`src/rtl/mem_port_arbiter.sv`:
```
// Two-port arbiter (instruction fetch + LSU) in front of a single-port, 1-cycle-latency SRAM.
// Data has fixed priority; a starvation counter forces an instruction grant after MAX_STALL lost cycles.
module mem_port_arbiter #(
    parameter int ADDR_WIDTH = 32,
    parameter int DATA_WIDTH = 32,
    parameter int MEM_WORDS  = 1024,
    parameter int MAX_STALL  = 4
) (
    input  logic                          clk_i,
    input  logic                          rst_i,
    // instruction fetch port
    input  logic                          instr_req_i,
    input  logic [ADDR_WIDTH-1:0]         instr_addr_i,
    output logic                          instr_gnt_o,
    output logic                          instr_rvalid_o,
    output logic [DATA_WIDTH-1:0]         instr_rdata_o,
    output logic                          instr_err_o,
    // data (LSU) port
    input  logic                          data_req_i,
    input  logic [ADDR_WIDTH-1:0]         data_addr_i,
    input  logic                          data_we_i,
    input  logic [DATA_WIDTH/8-1:0]       data_be_i,
    input  logic [DATA_WIDTH-1:0]         data_wdata_i,
    output logic                          data_gnt_o,
    output logic                          data_rvalid_o,
    output logic [DATA_WIDTH-1:0]         data_rdata_o,
    output logic                          data_err_o,
    // SRAM side
    output logic                          mem_req_o,
    output logic                          mem_we_o,
    output logic [$clog2(MEM_WORDS)-1:0]  mem_addr_o,
    output logic [DATA_WIDTH/8-1:0]       mem_be_o,
    output logic [DATA_WIDTH-1:0]         mem_wdata_o,
    input  logic [DATA_WIDTH-1:0]         mem_rdata_i
);
    // Handshake: a request is held with req=1 until gnt=1 in the same cycle;
    // the granted port sees rvalid=1 for exactly one cycle, one cycle later.

    localparam int BE_W = DATA_WIDTH / 8;
    localparam int MA_W = $clog2(MEM_WORDS);
    localparam int SC_W = $clog2(MAX_STALL + 1);
    localparam logic [ADDR_WIDTH:0] BYTE_LIMIT = (ADDR_WIDTH + 1)'(MEM_WORDS * 4);
    localparam logic [SC_W-1:0]     STALL_MAX  = SC_W'(MAX_STALL);

    logic [SC_W-1:0]       r_stall_cnt;
    logic                  r_tag_valid;
    logic                  r_tag_data;
    logic                  r_tag_err;
    logic                  r_tag_read;

    logic                  w_instr_gnt;
    logic                  w_data_gnt;
    logic                  w_any_gnt;
    logic [ADDR_WIDTH-1:0] w_addr;
    logic                  w_err;
    logic                  w_mem_go;
    logic [DATA_WIDTH-1:0] w_rdata;

    // Data wins unless the fetch port has already lost MAX_STALL cycles in a row.
    always_comb begin
        w_instr_gnt = 1'b0;
        w_data_gnt  = 1'b0;
        if (!rst_i) begin
            if (data_req_i && (!instr_req_i || (r_stall_cnt < STALL_MAX))) begin
                w_data_gnt = 1'b1;
            end else if (instr_req_i) begin
                w_instr_gnt = 1'b1;
            end
        end
    end

    assign w_any_gnt = w_instr_gnt | w_data_gnt;
    assign w_addr    = w_data_gnt ? data_addr_i : instr_addr_i;
    assign w_err     = ({1'b0, w_addr} >= BYTE_LIMIT) || (w_addr[1:0] != 2'b00);
    assign w_mem_go  = w_any_gnt && !w_err;

    assign instr_gnt_o = w_instr_gnt;
    assign data_gnt_o  = w_data_gnt;

    always_comb begin
        mem_req_o   = 1'b0;
        mem_we_o    = 1'b0;
        mem_addr_o  = '0;
        mem_be_o    = '0;
        mem_wdata_o = '0;
        if (w_mem_go) begin
            mem_req_o  = 1'b1;
            mem_addr_o = w_addr[MA_W+1:2];
            if (w_data_gnt) begin
                mem_we_o    = data_we_i;
                mem_be_o    = data_be_i;
                mem_wdata_o = data_wdata_i;
            end else begin
                mem_be_o    = {BE_W{1'b1}};
            end
        end
    end

    always_ff @(posedge clk_i) begin
        if (rst_i) begin
            r_stall_cnt <= '0;
            r_tag_valid <= 1'b0;
            r_tag_data  <= 1'b0;
            r_tag_err   <= 1'b0;
            r_tag_read  <= 1'b0;
        end else begin
            if (!instr_req_i || w_instr_gnt) begin
                r_stall_cnt <= '0;
            end else if (r_stall_cnt < STALL_MAX) begin
                r_stall_cnt <= r_stall_cnt + 1'b1;
            end
            r_tag_valid <= w_any_gnt;
            r_tag_data  <= w_data_gnt;
            r_tag_err   <= w_err;
            r_tag_read  <= !(w_data_gnt && data_we_i);
        end
    end

    // Read data only passes through for a good read; writes and errors return zero.
    assign w_rdata = (r_tag_valid && !r_tag_err && r_tag_read) ? mem_rdata_i : '0;

    assign instr_rvalid_o = r_tag_valid && !r_tag_data;
    assign data_rvalid_o  = r_tag_valid && r_tag_data;
    assign instr_err_o    = instr_rvalid_o && r_tag_err;
    assign data_err_o     = data_rvalid_o && r_tag_err;
    assign instr_rdata_o  = instr_rvalid_o ? w_rdata : '0;
    assign data_rdata_o   = data_rvalid_o ? w_rdata : '0;

endmodule

```
`config.mk`:
```
export PLATFORM = sky130hd
export DESIGN_NAME = mem_port_arbiter
export DESIGN_NICKNAME = d
export VERILOG_FILES = /design/src/rtl/mem_port_arbiter.sv
export SDC_FILE = /design/constraint.sdc
export NUM_CORES = 1
export LEC_CHECK = 0
export BUFFER_PORTS_ARGS = -buffer_cell sky130_fd_sc_hd__buf_2
export CAP_MARGIN = 10
export CORE_AREA = 2 2 100 102
export CTS_CLUSTER_SIZE = 16
export DETAILED_ROUTE_END_ITERATION = 6
export DIE_AREA = 0 0 102 104
export PLACE_DENSITY_LB_ADDON = 0.25
export SYNTH_ARGS = -nofsm -noshare
export SYNTH_HDL_FRONTEND = slang
export SYNTH_SLANG_ARGS = --single-unit
```
`constraint.sdc`:
```
create_clock -name clk_i -period 4.66 [get_ports clk_i]
set_input_delay 0.932 -clock clk_i [delete_from_list [all_inputs] [get_ports clk_i]]
set_output_delay 0.932 -clock clk_i [all_outputs]
set_load 0.01 [all_outputs]
```
==> flow_metrics.py, run 1 <==
metrics = {
    "run_status": {
        "status": "finished clean",
    },
    "power": {
        "power.switching_fraction": 0.263,
        "power.share.combinational": 0.384,
        "power.net_switching_w": 0.0000626,
        "static-leakage-power_nw": 1.74,
        "worst_ir_drop_vdd_v": 0.000135,
        "internal_power_w": 0.000176,
        "total_power_w": 0.000238,
        "power_density_nw_per_um2": 90.6,
        "flop_pwr_share": 0.269,
        "clock_power_share": 0.347,
    },
    "synth": {
        "syn-num-nets": 311,
        "synthesis.instances": 173,
        "synth_area_leader_cell": "sky130_fd_sc_hd__and2_1",
        "yosys-top-cells-area": "sky130_fd_sc_hd__and2_1 (52%), sky130_fd_sc_hd__dfxtp_1 (12%), sky130_fd_sc_hd__a22o_1 (7.3%)",
        "multiplexer_share_of_the_synthesized_area": 0,
        "share_of_synthesized_cell_area_in_full_adder_half_adder_and_majority_cells": 0.0104,
        "post_synth.cell_area_avg_sq_um": 6.92,
        "netlist_area_sq_um": 1200,
        "ys_seq_elements": 7,
        "synthDominantCellAreaShare": 0.522,
        "post_synth_xor_area_fraction": 0,
        "synth-simple-area-share": 0.699,
        "synth_cell_types": 24,
        "synth_compound_area_frac": 0.107,
        "seq_area_frac_synth": 0.117,
        "dominant_combinational_cell_family_by_area_after_synthesis": "simple AND/OR/NAND/NOR gates",
        "ys_warn_count": 0,
    },
    "timing": {
        "min_period_ns": 3.63,
        "min_period_over_period": 0.778,
        "max_slew_violation_total_from_the_final_report": 0,
        "worst_slew_pin_slew_ns": 0.809,
        "fin_tns_setup_ns": 0,
        "setup_violations": 0,
        "clock_skew_ns": 0.000631,
        "setup_repair_after_global_routing_missed_its_margin": "no",
        "hold-worst-slack_ns": 0.421,
        "final_hold_viol_count": 0,
        "timing.max_slew.rel_slack": 0.461,
        "fmax_mhz": 276,
    },
    "cells_and_area": {
        "inserted_diodes": 0,
        "fin_util": 0.276,
        "final_nets": 560,
        "num-fill-cells": 1089,
        "area_growth_syn_to_layout_pct": 120,
        "final_layout_size_suffix_gt1_frac": 0.622,
    },
    "floorplan": {
        "placeableCoreArea_sq_um": 9550,
        "ioPinCount": 255,
        "num_rows": 36,
        "overall_die_height_um": 104,
        "floorplan_die_area_sq_um": 10600,
        "fp.dieW_um": 102,
        "start_util": 0.125,
    },
    "worst_hold_path": {
        "hold_crit_class": "reg -> reg",
    },
    "route": {
        "detailedRoute.firstPassIterationCount": 4,
        "routed_via_density": 3.80,
        "detail_route.drc_violations": 0,
        "detailroute.via_count": 2103,
        "drt_iter0_markers": 62,
        "drt.antenna.violating_nets": 0,
        "wl_um": 6380,
        "wire_per_inst_um": 11.5,
    },
    "global_route": {
        "grt_pass1_wl_um": 8890,
        "grt_start_max_net_pins": 39,
        "groute.usage.overall": 0.103,
        "vias_in_the_first_global_route": 1797,
        "globalRouteOverflowTotal": 0,
        "antenna_violations_before_repair": 0,
    },
    "worst_setup_path": {
        "worst-endpoint-arrival_ns": 2.69,
        "start_kind": "input pin",
        "worst-path-max-fanout": 38,
        "critical_path_required_ns": 3.73,
        "crit_type": "in -> out",
        "end_kind": "primary output",
    },
    "clock_network": {
        "cts_hold_buffers": 0,
        "cts.sink_count": 7,
        "post-cts-setup-buffers": 0,
        "maximum_level_of_the_cts_h_tree": 1,
        "cts_root_buf": "sky130_fd_sc_hd__clkbuf_8",
        "post_cts.resized_instances": 0,
        "cts.reportedPaths.clkPinSlew_ns": 0.04,
        "clkLatencyLatePin_ns": 0.22,
        "cts_buffers": 3,
        "max_root_sink_buffers": 2,
        "tritoncts": "built",
    },
    "job": {
        "max_cap_viol_count": 0,
    },
    "place": {
        "dpl.hpwl_um": 5610,
        "finalWeightedCongestion": 0.824,
        "buffer_ports.inserted": 254,
    },
}
registers in the layout (all words and copies together) (netlist names):
signal       flops
r_tag_read       1
r_tag_err        1
r_tag_data       1
r_tag_valid      1
r_stall_cnt      3
worst max-delay path, cell delays in order:
cell                      delay, ns
sky130_fd_sc_hd__buf_2         0.10
sky130_fd_sc_hd__nor4_1        0.29
sky130_fd_sc_hd__nand4_1       0.22
sky130_fd_sc_hd__nor3_4        0.41
sky130_fd_sc_hd__buf_4         0.39
sky130_fd_sc_hd__o22a_1        0.21
sky130_fd_sc_hd__buf_2         0.12
metal layers:
layer | global-route usage | share of wire | vias to the layer above
met5 | 0 | 0 | -
met4 | 0.00571 | 0 | 0
met3 | 0.0121 | 0.078 | 0
met2 | 0.208 | 0.54 | 111
met1 | 0.116 | 0.38 | 925
li1 | - | - | 1067
power groups by stage:
stage	clock network [W]	registers (W)	logic (W)
3_3_place_gp	0	0.0000650	0.0000908
2_1_floorplan	0	0.0000646	0.0000209
6_report	0.0000826	0.0000642	0.0000916
4_1_cts	0.0000861	0.0000642	0.0000925
3_5_place_dp	0	0.0000652	0.0000920
5_1_grt	0.0000894	0.0000645	0.000101
stage by stage:
| stage | instances | area, sq um | setup WS, ns |
|---|---|---|---|
| after floorplan | 173 | 1200 | 1.71 |
| after global placement | 550 | 2590 | 1.13 |
| after detailed placement | 550 | 2590 | 1.02 |
| after CTS | 554 | 2630 | 1.02 |
| after global routing | 554 | 2630 | 0.830 |
| final | 554 | 2630 | 1.03 |
kinds of logic (layout without fill, tap and decap cells):
logic type | after synthesis | after routing
AOI/OAI and AO/OA | 15 | 15
adders and majority gates | 1 | 1
buffers and inverters | 15 | 263
DFF | 7 | 7
and+or+nand+nor | 135 | 135
synthesized netlist by cell type (all sizes together):
cell,count
nor2b,2
nor3b,1
dfxtp,7
and3b,2
nand3b,2
nand2b,1
nor2,4
and3,1
and2,100
nand2,4
a21oi,1
buf,5
inv,3
or2,1
a22o,10
o22a,4
ha,1
nand4,2
nor3,5
nor4,10
clkbuf,7
placed cells by master, fill, tap and decap left out:
cell	synthesis	final
sky130_fd_sc_hd__nor3b_1	1	1
sky130_fd_sc_hd__ha_1	1	1
sky130_fd_sc_hd__nor3_1	3	3
sky130_fd_sc_hd__buf_2	1	254
sky130_fd_sc_hd__nand3b_1	2	2
sky130_fd_sc_hd__nor2_1	4	4
sky130_fd_sc_hd__or2_2	1	1
sky130_fd_sc_hd__a21oi_1	1	1
sky130_fd_sc_hd__clkbuf_8	0	3
sky130_fd_sc_hd__inv_1	3	3
sky130_fd_sc_hd__nand4_1	2	2
sky130_fd_sc_hd__and3b_1	2	2
sky130_fd_sc_hd__nand2_1	4	4
sky130_fd_sc_hd__nor3_2	2	1
sky130_fd_sc_hd__and2_1	100	100
sky130_fd_sc_hd__nor4_1	10	10
sky130_fd_sc_hd__nor3_4	0	1
sky130_fd_sc_hd__nand2b_1	1	1
sky130_fd_sc_hd__a22o_1	10	10
sky130_fd_sc_hd__o22a_1	4	4
sky130_fd_sc_hd__and3_1	1	1
sky130_fd_sc_hd__clkbuf_1	7	1
sky130_fd_sc_hd__buf_4	2	2
sky130_fd_sc_hd__dfxtp_1	7	7
sky130_fd_sc_hd__nor2b_1	2	2
layout make-up:
type / instances / area (sq um) / share of cell area
clock buffer: 4 / 45.0 / 0.0171
inverter: 3 / 11.3 / 0.00428
multi-input combinational: 151 / 983 / 0.374
sequential: 7 / 140 / 0.0532
tap: 133 / 166 / 0.0632
timing repair buffer: 256 / 1290 / 0.489
path summary, 6_finish.rpt:
kind                    endpoint  slack (ns)           start  cells past startpoint
setup reg to reg       r_tag_err        3.31  r_stall_cnt[2]                      4
hold / removal    r_stall_cnt[0]        0.42  r_stall_cnt[0]                      1
setup / recovery     mem_be_o[3]        1.03  data_addr_i[0]                      7
hold reg to reg   r_stall_cnt[0]        0.42  r_stall_cnt[0]                      1
No activity file was read; power rests on OpenSTA's default activity.
==> run 2, diff against run 1 <==
--- a/config.mk
+++ b/config.mk
@@ -5,12 +5,13 @@
 export SDC_FILE = /design/constraint.sdc
 export NUM_CORES = 1
 export LEC_CHECK = 0
+export ABC_AREA = 1
 export BUFFER_PORTS_ARGS = -buffer_cell sky130_fd_sc_hd__buf_2
 export CAP_MARGIN = 10
-export CORE_AREA = 2 2 100 102
+export CORE_AREA = 2 2 99 101
 export CTS_CLUSTER_SIZE = 16
 export DETAILED_ROUTE_END_ITERATION = 6
-export DIE_AREA = 0 0 102 104
+export DIE_AREA = 0 0 101 103
 export PLACE_DENSITY_LB_ADDON = 0.25
 export SYNTH_ARGS = -nofsm -noshare
 export SYNTH_HDL_FRONTEND = slang
==> constraint.sdc (replaced) <==
create_clock -name clk_i -period 3.8 [get_ports clk_i]
set_input_delay 0.76 -clock clk_i [delete_from_list [all_inputs] [get_ports clk_i]]
set_output_delay 0.76 -clock clk_i [all_outputs]
set_load 0.01 [all_outputs]
==> run 2 against run 1 <==
Net effect:
- die area fell by 1.9%
- total power increased by 49%
- flip-flop and latch count did not move
- clock skew rose by 0.0012 ns
- routed wire length up 10%
- non-clock buffer count increased by 1
- clock-buffer cell count unchanged
- combinational power increased by 89%
- cell count increased by 34%
- critical path type unchanged
- largest cell class unchanged
- largest power group unchanged
- highest routed layer is now met4
==> flow_metrics.py, run 2 <==
metrics = {
    "run_status": {
        "status": "finished clean",
    },
    "global_route": {
        "antenna_violations_before_repair": 0,
        "groute.usage.overall": 0.116,
        "vias_in_the_first_global_route": 2493,
        "grt_start_max_net_pins": 49,
        "globalRouteOverflowTotal": 0,
        "grt_pass1_wl_um": 10200,
    },
    "route": {
        "detail_route.drc_violations": 0,
        "wire_per_inst_um": 9.50,
        "wl_um": 7040,
        "detailedRoute.firstPassIterationCount": 4,
        "drt_iter0_markers": 51,
        "routed_via_density": 4.04,
        "drt.antenna.violating_nets": 0,
        "detailroute.via_count": 2994,
    },
    "synth": {
        "yosys-top-cells-area": "sky130_fd_sc_hd__inv_1 (25%), sky130_fd_sc_hd__nor3_1 (18%), sky130_fd_sc_hd__nor2_1 (17%)",
        "synthDominantCellAreaShare": 0.247,
        "seq_area_frac_synth": 0.0802,
        "synth_cell_types": 18,
        "post_synth_most_frequent_cells": "sky130_fd_sc_hd__inv_1 (115), sky130_fd_sc_hd__nor2_1 (79), sky130_fd_sc_hd__nand2_1 (78)",
        "asyncSetResetFlopFracSynth": 0,
        "netlist_area_sq_um": 1750,
        "synth_area_leader_cell": "sky130_fd_sc_hd__inv_1",
        "syn-num-nets": 526,
        "synthesis.instances": 388,
        "ys_seq_elements": 7,
        "postSynth.topFlopCell": "sky130_fd_sc_hd__dfxtp_1",
        "post_synth.cell_area_avg_sq_um": 4.50,
        "number_of_enable_flip_flop_cells_after_synthesis": 0,
        "ys_warn_count": 0,
        "synthMostInstantiatedCell": "sky130_fd_sc_hd__inv_1",
    },
    "cells_and_area": {
        "fin_util": 0.331,
        "layout_commonest_cell": "sky130_fd_sc_hd__buf_2",
        "final_nets": 766,
        "largest_register": "r_stall_cnt",
        "stdcell_area_sq_um": 3130,
        "area_growth_syn_to_layout_pct": 79.2,
        "final_layout_size_suffix_gt1_frac": 0.440,
        "inserted_diodes": 0,
        "mostFrequentLayoutCells": "sky130_fd_sc_hd__buf_2 (254), sky130_fd_sc_hd__inv_1 (115), sky130_fd_sc_hd__nor2_1 (79), sky130_fd_sc_hd__nand2_1 (78), sky130_fd_sc_hd__nor3_1 (64)",
        "flip_flop_count_of_the_largest_register_all_copies_and_words_added": 3,
    },
    "floorplan": {
        "fp.dieW_um": 101,
        "placeableCoreArea_sq_um": 9460,
        "ioPinCount": 255,
        "start_util": 0.185,
        "floorplan_die_area_sq_um": 10400,
        "num_rows": 36,
        "overall_die_height_um": 103,
    },
    "worst_setup_path": {
        "critical_path_required_ns": 3.04,
        "reg2reg_slack_ns": 2.28,
        "worst-endpoint-arrival_ns": 2.31,
        "end_kind": "primary output",
        "start_kind": "input pin",
        "crit_type": "in -> out",
        "worst-path-max-fanout": 35,
    },
    "timing": {
        "clock_skew_ns": 0.00186,
        "max_slew_violation_total_from_the_final_report": 0,
        "fmax_mhz": 326,
        "min_period_over_period": 0.808,
        "fin_tns_setup_ns": 0,
        "final_hold_viol_count": 0,
        "worst_slew_pin_slew_ns": 1.08,
        "setup_violations": 0,
        "min_period_ns": 3.07,
        "timing.max_slew.rel_slack": 0.281,
        "setup_repair_after_global_routing_missed_its_margin": "no",
    },
    "clock_network": {
        "cts_buffers": 3,
        "cts_hold_buffers": 0,
        "max_root_sink_buffers": 2,
        "cts_root_buf": "sky130_fd_sc_hd__clkbuf_8",
        "cts.sink_count": 7,
        "post_cts.resized_instances": 0,
        "maximum_level_of_the_cts_h_tree": 1,
        "clkLatencyLatePin_ns": 0.23,
        "post-cts-setup-buffers": 0,
        "tritoncts": "built",
        "cts.reportedPaths.clkPinSlew_ns": 0.04,
    },
    "place": {
        "finalWeightedCongestion": 0.744,
        "dpl.hpwl_um": 5830,
        "place_area_sq_um": 3090,
        "buffer_ports.inserted": 254,
    },
    "power": {
        "static-leakage-power_nw": 2.42,
        "power_density_nw_per_um2": 114,
        "worst_ir_drop_vdd_v": 0.0000776,
    },
    "worst_hold_path": {
        "hold_crit_class": "reg -> reg",
    },
    "job": {
        "max_cap_viol_count": 0,
    },
}
-- run 2: cells by family after synthesis --
logic type / Yosys count / share of synthesized area
xor+xnor: 1 / 0.00502
flops: 7 / 0.0802
buf+inv: 137 / 0.309
compound gates: 2 / 0.00573
simple gates: 240 / 0.593
fa+ha+maj: 1 / 0.00716
-- run 2: worst max-delay path, cell delays in order --
cell	delay, ns
sky130_fd_sc_hd__buf_2	0.11
sky130_fd_sc_hd__nand2_2	0.07
sky130_fd_sc_hd__nand2_1	0.09
sky130_fd_sc_hd__nor2_1	0.04
sky130_fd_sc_hd__buf_4	0.18
sky130_fd_sc_hd__nor2_2	0.13
sky130_fd_sc_hd__nand3_2	0.09
sky130_fd_sc_hd__nand2_4	0.29
sky130_fd_sc_hd__nand2_4	0.24
sky130_fd_sc_hd__nor2_1	0.15
sky130_fd_sc_hd__buf_2	0.15
-- run 2: per-stage QoR --
step	cells	total power (W)	setup WS, ns	hold slack (ns)
floorplan	388	0.000163	1.44	0.448
global placement	737	0.000251	0.793	0.457
detailed placement	737	0.000253	0.692	0.469
CTS	741	0.000361	0.710	0.484
global route	741	0.000386	0.532	0.513
finish	741	0.000355	0.731	0.479
-- run 2: layout make-up --
class | instances | area, sq um
fillers | 1063 | 6330
clock buffers | 4 | 45.0
repair buffers | 257 | 1290
well taps | 114 | 143
multi-input cells | 244 | 1080
flip-flops and latches | 7 | 140
inverters | 115 | 432
-- run 2: worst paths after layout --
path                            depth (start not counted)            from        endpoint
worst max-delay path                                   11     instr_req_i     mem_be_o[2]
worst min-delay path                                    2  r_stall_cnt[1]  r_stall_cnt[1]
worst max register to register                          8  r_stall_cnt[2]       r_tag_err
worst min register to register                          2  r_stall_cnt[1]  r_stall_cnt[1]
-- run 2: report_power, final --
group          total [W]  switching (W)  internal, W  leakage (nW)
sequential     0.0000789     0.00000173    0.0000772        0.0579
combinational   0.000173      0.0000941    0.0000789          2.34
clock           0.000104      0.0000311    0.0000725        0.0228
total           0.000355       0.000127     0.000229          2.42
-- run 2: metal layers --
layer | up-vias | track usage | part of all wire | wire length, um
li1 | 1583 | - | - | -
met1 | 1243 | 0.120 | 0.40 | 2800
met2 | 161 | 0.239 | 0.50 | 3520
met3 | 7 | 0.0217 | 0.093 | 653
met4 | 0 | 0.0281 | 0.0095 | 67
met5 | - | 0 | 0 | 0
